[config.mk]
export PLATFORM = sky130hd
export DESIGN_NAME = sync_fifo
export DESIGN_NICKNAME = d
export VERILOG_FILES = /design/src/rtl/sync_fifo.sv
export SDC_FILE = /design/constraint.sdc
export NUM_CORES = 1
export LEC_CHECK = 0
export CORE_ASPECT_RATIO = 0.9
export CORE_MARGIN = 5
export CORE_UTILIZATION = 35
export DETAILED_ROUTE_END_ITERATION = 16
export MAX_ROUTING_LAYER = met4
export PLACE_DENSITY = 0.51
export SLEW_MARGIN = 20
export SYNTH_ARGS = -nofsm -noshare
export SYNTH_HDL_FRONTEND = slang
export SYNTH_SLANG_ARGS = --single-unit
[constraint.sdc]
create_clock -name clk -period 2.19 [get_ports clk]
set_clock_uncertainty 0.1 [all_clocks]
set_input_delay 0.438 -clock clk [delete_from_list [all_inputs] [get_ports clk]]
set_output_delay 0.438 -clock clk [all_outputs]
set_load 0.02 [all_outputs]
[src/rtl/sync_fifo.sv]
// Single-clock byte FIFO with registered read data and pointer-derived full/empty flags.
// Pointers carry one extra wrap bit so a full FIFO and an empty FIFO can be told apart.
module sync_fifo #(
  parameter int DATA_WIDTH = 8,
  parameter int ADDR_WIDTH = 2
) (
  input  logic                  clk,
  input  logic                  reset,
  input  logic                  write,
  input  logic                  read,
  input  logic [DATA_WIDTH-1:0] data_in,
  output logic [DATA_WIDTH-1:0] data_out,
  output logic                  full,
  output logic                  empty
);

  localparam int DEPTH = 1 << ADDR_WIDTH;

  logic [ADDR_WIDTH:0]   wr_ptr_q, wr_ptr_d;
  logic [ADDR_WIDTH:0]   rd_ptr_q, rd_ptr_d;
  logic [DATA_WIDTH-1:0] data_q, data_d;
  logic [DATA_WIDTH-1:0] mem_q [DEPTH];
  logic                  wr_en;
  logic                  rd_en;

  assign empty = (wr_ptr_q == rd_ptr_q);
  assign full  = (wr_ptr_q[ADDR_WIDTH-1:0] == rd_ptr_q[ADDR_WIDTH-1:0]) &&
                 (wr_ptr_q[ADDR_WIDTH] != rd_ptr_q[ADDR_WIDTH]);

  // Both handshakes are judged against the flags as they stood before the edge.
  assign wr_en = write & ~full;
  assign rd_en = read & ~empty;

  always_comb begin
    wr_ptr_d = wr_ptr_q;
    rd_ptr_d = rd_ptr_q;
    data_d   = data_q;
    if (wr_en) begin
      wr_ptr_d = wr_ptr_q + 1'b1;
    end
    if (rd_en) begin
      rd_ptr_d = rd_ptr_q + 1'b1;
      data_d   = mem_q[rd_ptr_q[ADDR_WIDTH-1:0]];
    end
  end

  always_ff @(posedge clk or negedge reset) begin
    if (!reset) begin
      wr_ptr_q <= '0;
      rd_ptr_q <= '0;
      data_q   <= '0;
    end else begin
      wr_ptr_q <= wr_ptr_d;
      rd_ptr_q <= rd_ptr_d;
      data_q   <= data_d;
    end
  end

  // Storage is left uncleared by reset so it can map onto plain RAM.
  always_ff @(posedge clk) begin
    if (wr_en) begin
      mem_q[wr_ptr_q[ADDR_WIDTH-1:0]] <= data_in;
    end
  end

  assign data_out = data_q;

endmodule

* Word level (Yosys, flattened, before mapping) *
Memory sizes are Yosys's and may differ from the RTL's. A register that Yosys moved wholly into a read port is not among the register bits.
Index checks and enable logic that the tools add are counted.

operators by class
  multiply operators = 0
  equality and inequality tests = 3
  order comparisons = 0
  multiplexer cells = 2
  shift operators = 0
  reduce and logical (&&, ||, !) cells = 2
  divide/modulo/power cells = 0
  add/subtract/negate cells = 2
  bitwise operators = 4

operators by type and width
  cell                   count
  $add A3 B1 Y3 const B  2
  $eq A3 B3 Y1           1
  $and A1 B1 Y1          2
  $eq A2 B2 Y1           1
  $mux W1                2
  $not A1 Y1             2
  $logic_and A1 B1 Y1    1
  $logic_not A1 Y1       1
  $ne A1 B1 Y1           1

word-level totals
  memories kept = 1
  latch bits = 0
  bits in read-only memories = 0
  bits in writable memories = 32
  register bits = 6
  word-level logic and storage cells = 16
  input port bits = 12

memories
  name   depth  bits a word  read ports  clocked after Yosys merged registers in  wr ports  RTL line  RTL
  mem_q  4      8            1           1                                        1         22        logic [DATA_WIDTH-1:0] mem_q [DEPTH];

* Logic depth before layout (Yosys ltp) *
  depth after elaboration = 6
  gate-level depth with buffers = 5
  gate-level depth less buffers = 4

* Worst setup path after synthesis *
Ideal clock, no wire load.

  kind = reg-to-reg
  start point = reg rd_ptr_q[0]
  end point = mem mem_q[3][0], enable pin
  library setup time = 381 ps
  slack = 416 ps
  cell stages (with the launch flop) = 4
  clock period less this slack = 1,774 ps
  arrival = 1,293 ps
  path through = dfrtp_1 buf_6 xnor2_4 a31oi_1

on the way
  longest elaborated chain between the ends = 6

ends and longest elaborated chain
  item                           RTL line  RTL
  from (decl)                    20        logic [ADDR_WIDTH:0] rd_ptr_q, rd_ptr_d;
  from (signal assigned)         54        rd_ptr_q <= rd_ptr_d;
  $eq A2 B2 Y1                   27        assign full = (wr_ptr_q[ADDR_WIDTH-1:0] == rd_ptr_q[ADDR_WIDTH-1:0]) &&
  $logic_and A1 B1 Y1            27
  $not A1 Y1                     31        assign wr_en = write & ~full;
  $and A1 B1 Y1                  31
  $mux W1                        61        if (wr_en) begin
  $mux W1 (not written as such)  62        mem_q[wr_ptr_q[ADDR_WIDTH-1:0]] <= data_in;
  to (decl)                      22

Every way passes these cells.

* Final worst setup path *
  start point = reg rd_ptr_q[2]
  end point = out empty

on the way
  longest elaborated chain between the ends = 1

ends and longest elaborated chain
  item          RTL line  RTL
  $eq A3 B3 Y1  26        assign empty = (wr_ptr_q == rd_ptr_q);
  to (decl)     14        output logic empty

Every way passes these cells.

==> results.cfg <==
[run_status]
status = finished, final reports clean

[sta]
rsz0062_at_grt = false
worstMarginPinSlew_ns = 0.315
tns_ns = 0
finalSetupViolations = 0
relSlewSlack = 0.789
hold_violations = 0
drv_slew = 0
finalWorstSetupSlack_ns = 0.187
max_freq_mhz = 499
post-route-min-period_ns = 2.00
layout_worst_path_cycle_share = 0.915

[global_routing]
antenna_found_initial = 0
grt_use_total = 0.106
grt.overflow.total = 0
grt_pass1_wl_mm = 5.24
grt_max_degree = 15
grt_pass1_vias = 995

[layout]
diodes = 0
area_delta_synth_final_pct = 24.5
drive_gt1_frac = 0.226
fin_area_sq_um = 2420
fin_nets = 149
fin_cells = 200

[setup_path]
required_ns = 1.65
start_kind = flop
reg2reg_slack_ns = 0.37
end_kind = output pin
crit_fanout = 3
cp.arrival_ns = 1.46
worst-setup-path-type = reg2out

[floorplan]
die_height_um = 80.7
core-area_sq_um = 5320
fp-row-count = 25
die_x_um = 88.5
io_pins = 22
initial_utilization = 0.365
dieArea_sq_um = 7140

[cts]
cts_buffer_depth = 2
clkTransAtPathRegs_ns = 0.09
holdBufCountCts = 0
cts_buffers = 5
cts.sinks = 46
htreeDepth = 2
cts_root_buf = clkbuf_8
clk_latency_ns = 0.30
cts_tree = done

[synthesis]
syn_area_per_cell_sq_um = 20.2
synth_seq_cells = 46
synth_top_area_frac = 0.495
syn_area_sq_um = 1940
yosysSeqAreaShare = 0.675
synth.area.top_cells = edfxtp_1 49%, dfrtp_1 18%, mux4_1 11%, mux2_4 7.0%, ha_1 3.2%
syn-instance-count = 96
synth_top_area_cell = edfxtp_1
synthDistinctLibCells = 19
synth_nets = 113
ys_warn_count = 0

[power]
ir_drop_mv = 0.604
leakagePower_nw = 0.947
power_density_nw_per_um2 = 1450

[placed_design]
dp_hpwl_mm = 2.30
port_buffers = 21
place_inst = 192
detailed_place.area_sq_um = 2310
gp_congestion = 0.727
dpl_worst_slack_ns = 0.208

[run]
cap_viol_max_count = 0

[detailed_routing]
drtIter0Drc = 76
wl_per_cell_um = 16.3
routed_wl_mm = 3.26
viasPerCell = 4.63
drc = 0
via_count = 925
drtPass1Iterations = 2
postRouteAntennaNets = 0

[hold_path]
min_path_type = in2async
==> routing by layer <==
layer / vias up / share of wire / track usage
met5: - / 0 / -
met4: 0 / 0.012 / 0.0317
met3: 7 / 0.062 / 0.0421
met2: 18 / 0.47 / 0.158
met1: 461 / 0.46 / 0.133
li1: 439 / - / -
==> sequential cells by signal, indices dropped and copies added (netlist names) <==
signal	flops
data_out	8
mem_q	32
rd_ptr_q	3
wr_ptr_q	3
==> cells by family after synthesis <==
logic type / count (synthesis) / synth area share
DFF: 46 / 0.675
xor gates and xnor gates: 8 / 0.0496
buffers and inverters: 7 / 0.0232
adders and majority gates: 5 / 0.0322
AOI/OAI and AO/OA: 4 / 0.0174
and+or+nand+nor: 8 / 0.0193
muxes: 18 / 0.184
==> area by class of cell <==
cell class / count / area, sq um
Clock inverter: 1 / 30.0
Tap cell: 67 / 83.8
Timing Repair Buffer: 32 / 315
Fill cell: 473 / 2900
Sequential cell: 46 / 1310
Inverter: 4 / 15.0
Multi-Input combinational cell: 43 / 587
Clock buffer: 7 / 76.3
==> power breakdown <==
part / switching, W / internal, W / total [W] / leakage [nW]
logic: 0.000665 / 0.000850 / 0.00152 / 0.438
clock network: 0.000276 / 0.000342 / 0.000617 / 0.0524
registers: 0.000158 / 0.00122 / 0.00138 / 0.457
total: 0.00110 / 0.00241 / 0.00351 / 0.947
==> what timing repair did <==
action,in CTS,in global routing
gates resized for setup,2,0
buffers inserted,0,0
endpoints found under the setup margin,2,0
==> placed cells by master (no fill, tap or decap) <==
master | Yosys | final
mux2_2 | 1 | 1
xnor2_2 | 1 | 1
mux2_4 | 9 | 9
xnor2_4 | 1 | 1
xnor2_1 | 3 | 3
buf_4 | 1 | 9
inv_1 | 4 | 4
clkdlybuf4s50_1 | 0 | 19
ha_1 | 5 | 5
and2_1 | 3 | 3
nand2_1 | 3 | 3
a31oi_2 | 1 | 1
xor2_1 | 3 | 3
mux4_1 | 8 | 8
edfxtp_1 | 32 | 32
dfrtp_1 | 14 | 14
a31oi_1 | 2 | 2
a31o_1 | 1 | 1
clkbuf_1 | 0 | 2
clkbuf_8 | 0 | 5
buf_12 | 0 | 2
bufinv_16 | 0 | 1
nor2_1 | 2 | 2
dlygate4sd2_1 | 0 | 2
==> path summary, 6_finish.rpt <==
kind / endpoint / cells past startpoint / startpoint
hold / removal: wr_ptr_q[2] / 2 / reset
setup / recovery: empty / 3 / rd_ptr_q[2]
hold reg to reg: data_out[0] / 1 / data_out[0]
max in group asynchronous: data_out[4] / 2 / reset
min in group clk: data_out[0] / 1 / data_out[0]
setup reg to reg: mem_q[1][1] / 5 / wr_ptr_q[1]
==> Yosys cell counts <==
master,n
a31oi_2,1
inv_1,4
nand2_1,3
and2_1,3
dfrtp_1,14
edfxtp_1,32
xnor2_1,3
mux4_1,8
ha_1,5
buf_4,1
mux2_4,9
nor2_1,2
xnor2_4,1
a31oi_1,2
xor2_1,3
mux2_2,1
xnor2_2,1
buf_6,2
a31o_1,1
==> worst max-delay path, stage by stage (launching register included) <==
cell and delay [ns]:
dfrtp_1 0.43, xor2_1 0.32, nor2_1 0.09, dlygate4sd2_1 0.33
==> through the flow <==
stage / total power [W] / utilization / hold slack, ns
final: 0.00351 / 0.455 / 0.351
after CTS: 0.00357 / 0.455 / 0.359
after global routing: 0.00373 / 0.455 / 0.381
after detailed placement: 0.00297 / 0.435 / 0.393
after global placement: 0.00294 / 0.435 / 0.394
after floorplan: 0.00239 / - / 0.0424
(Power assumes the default switching activity.)
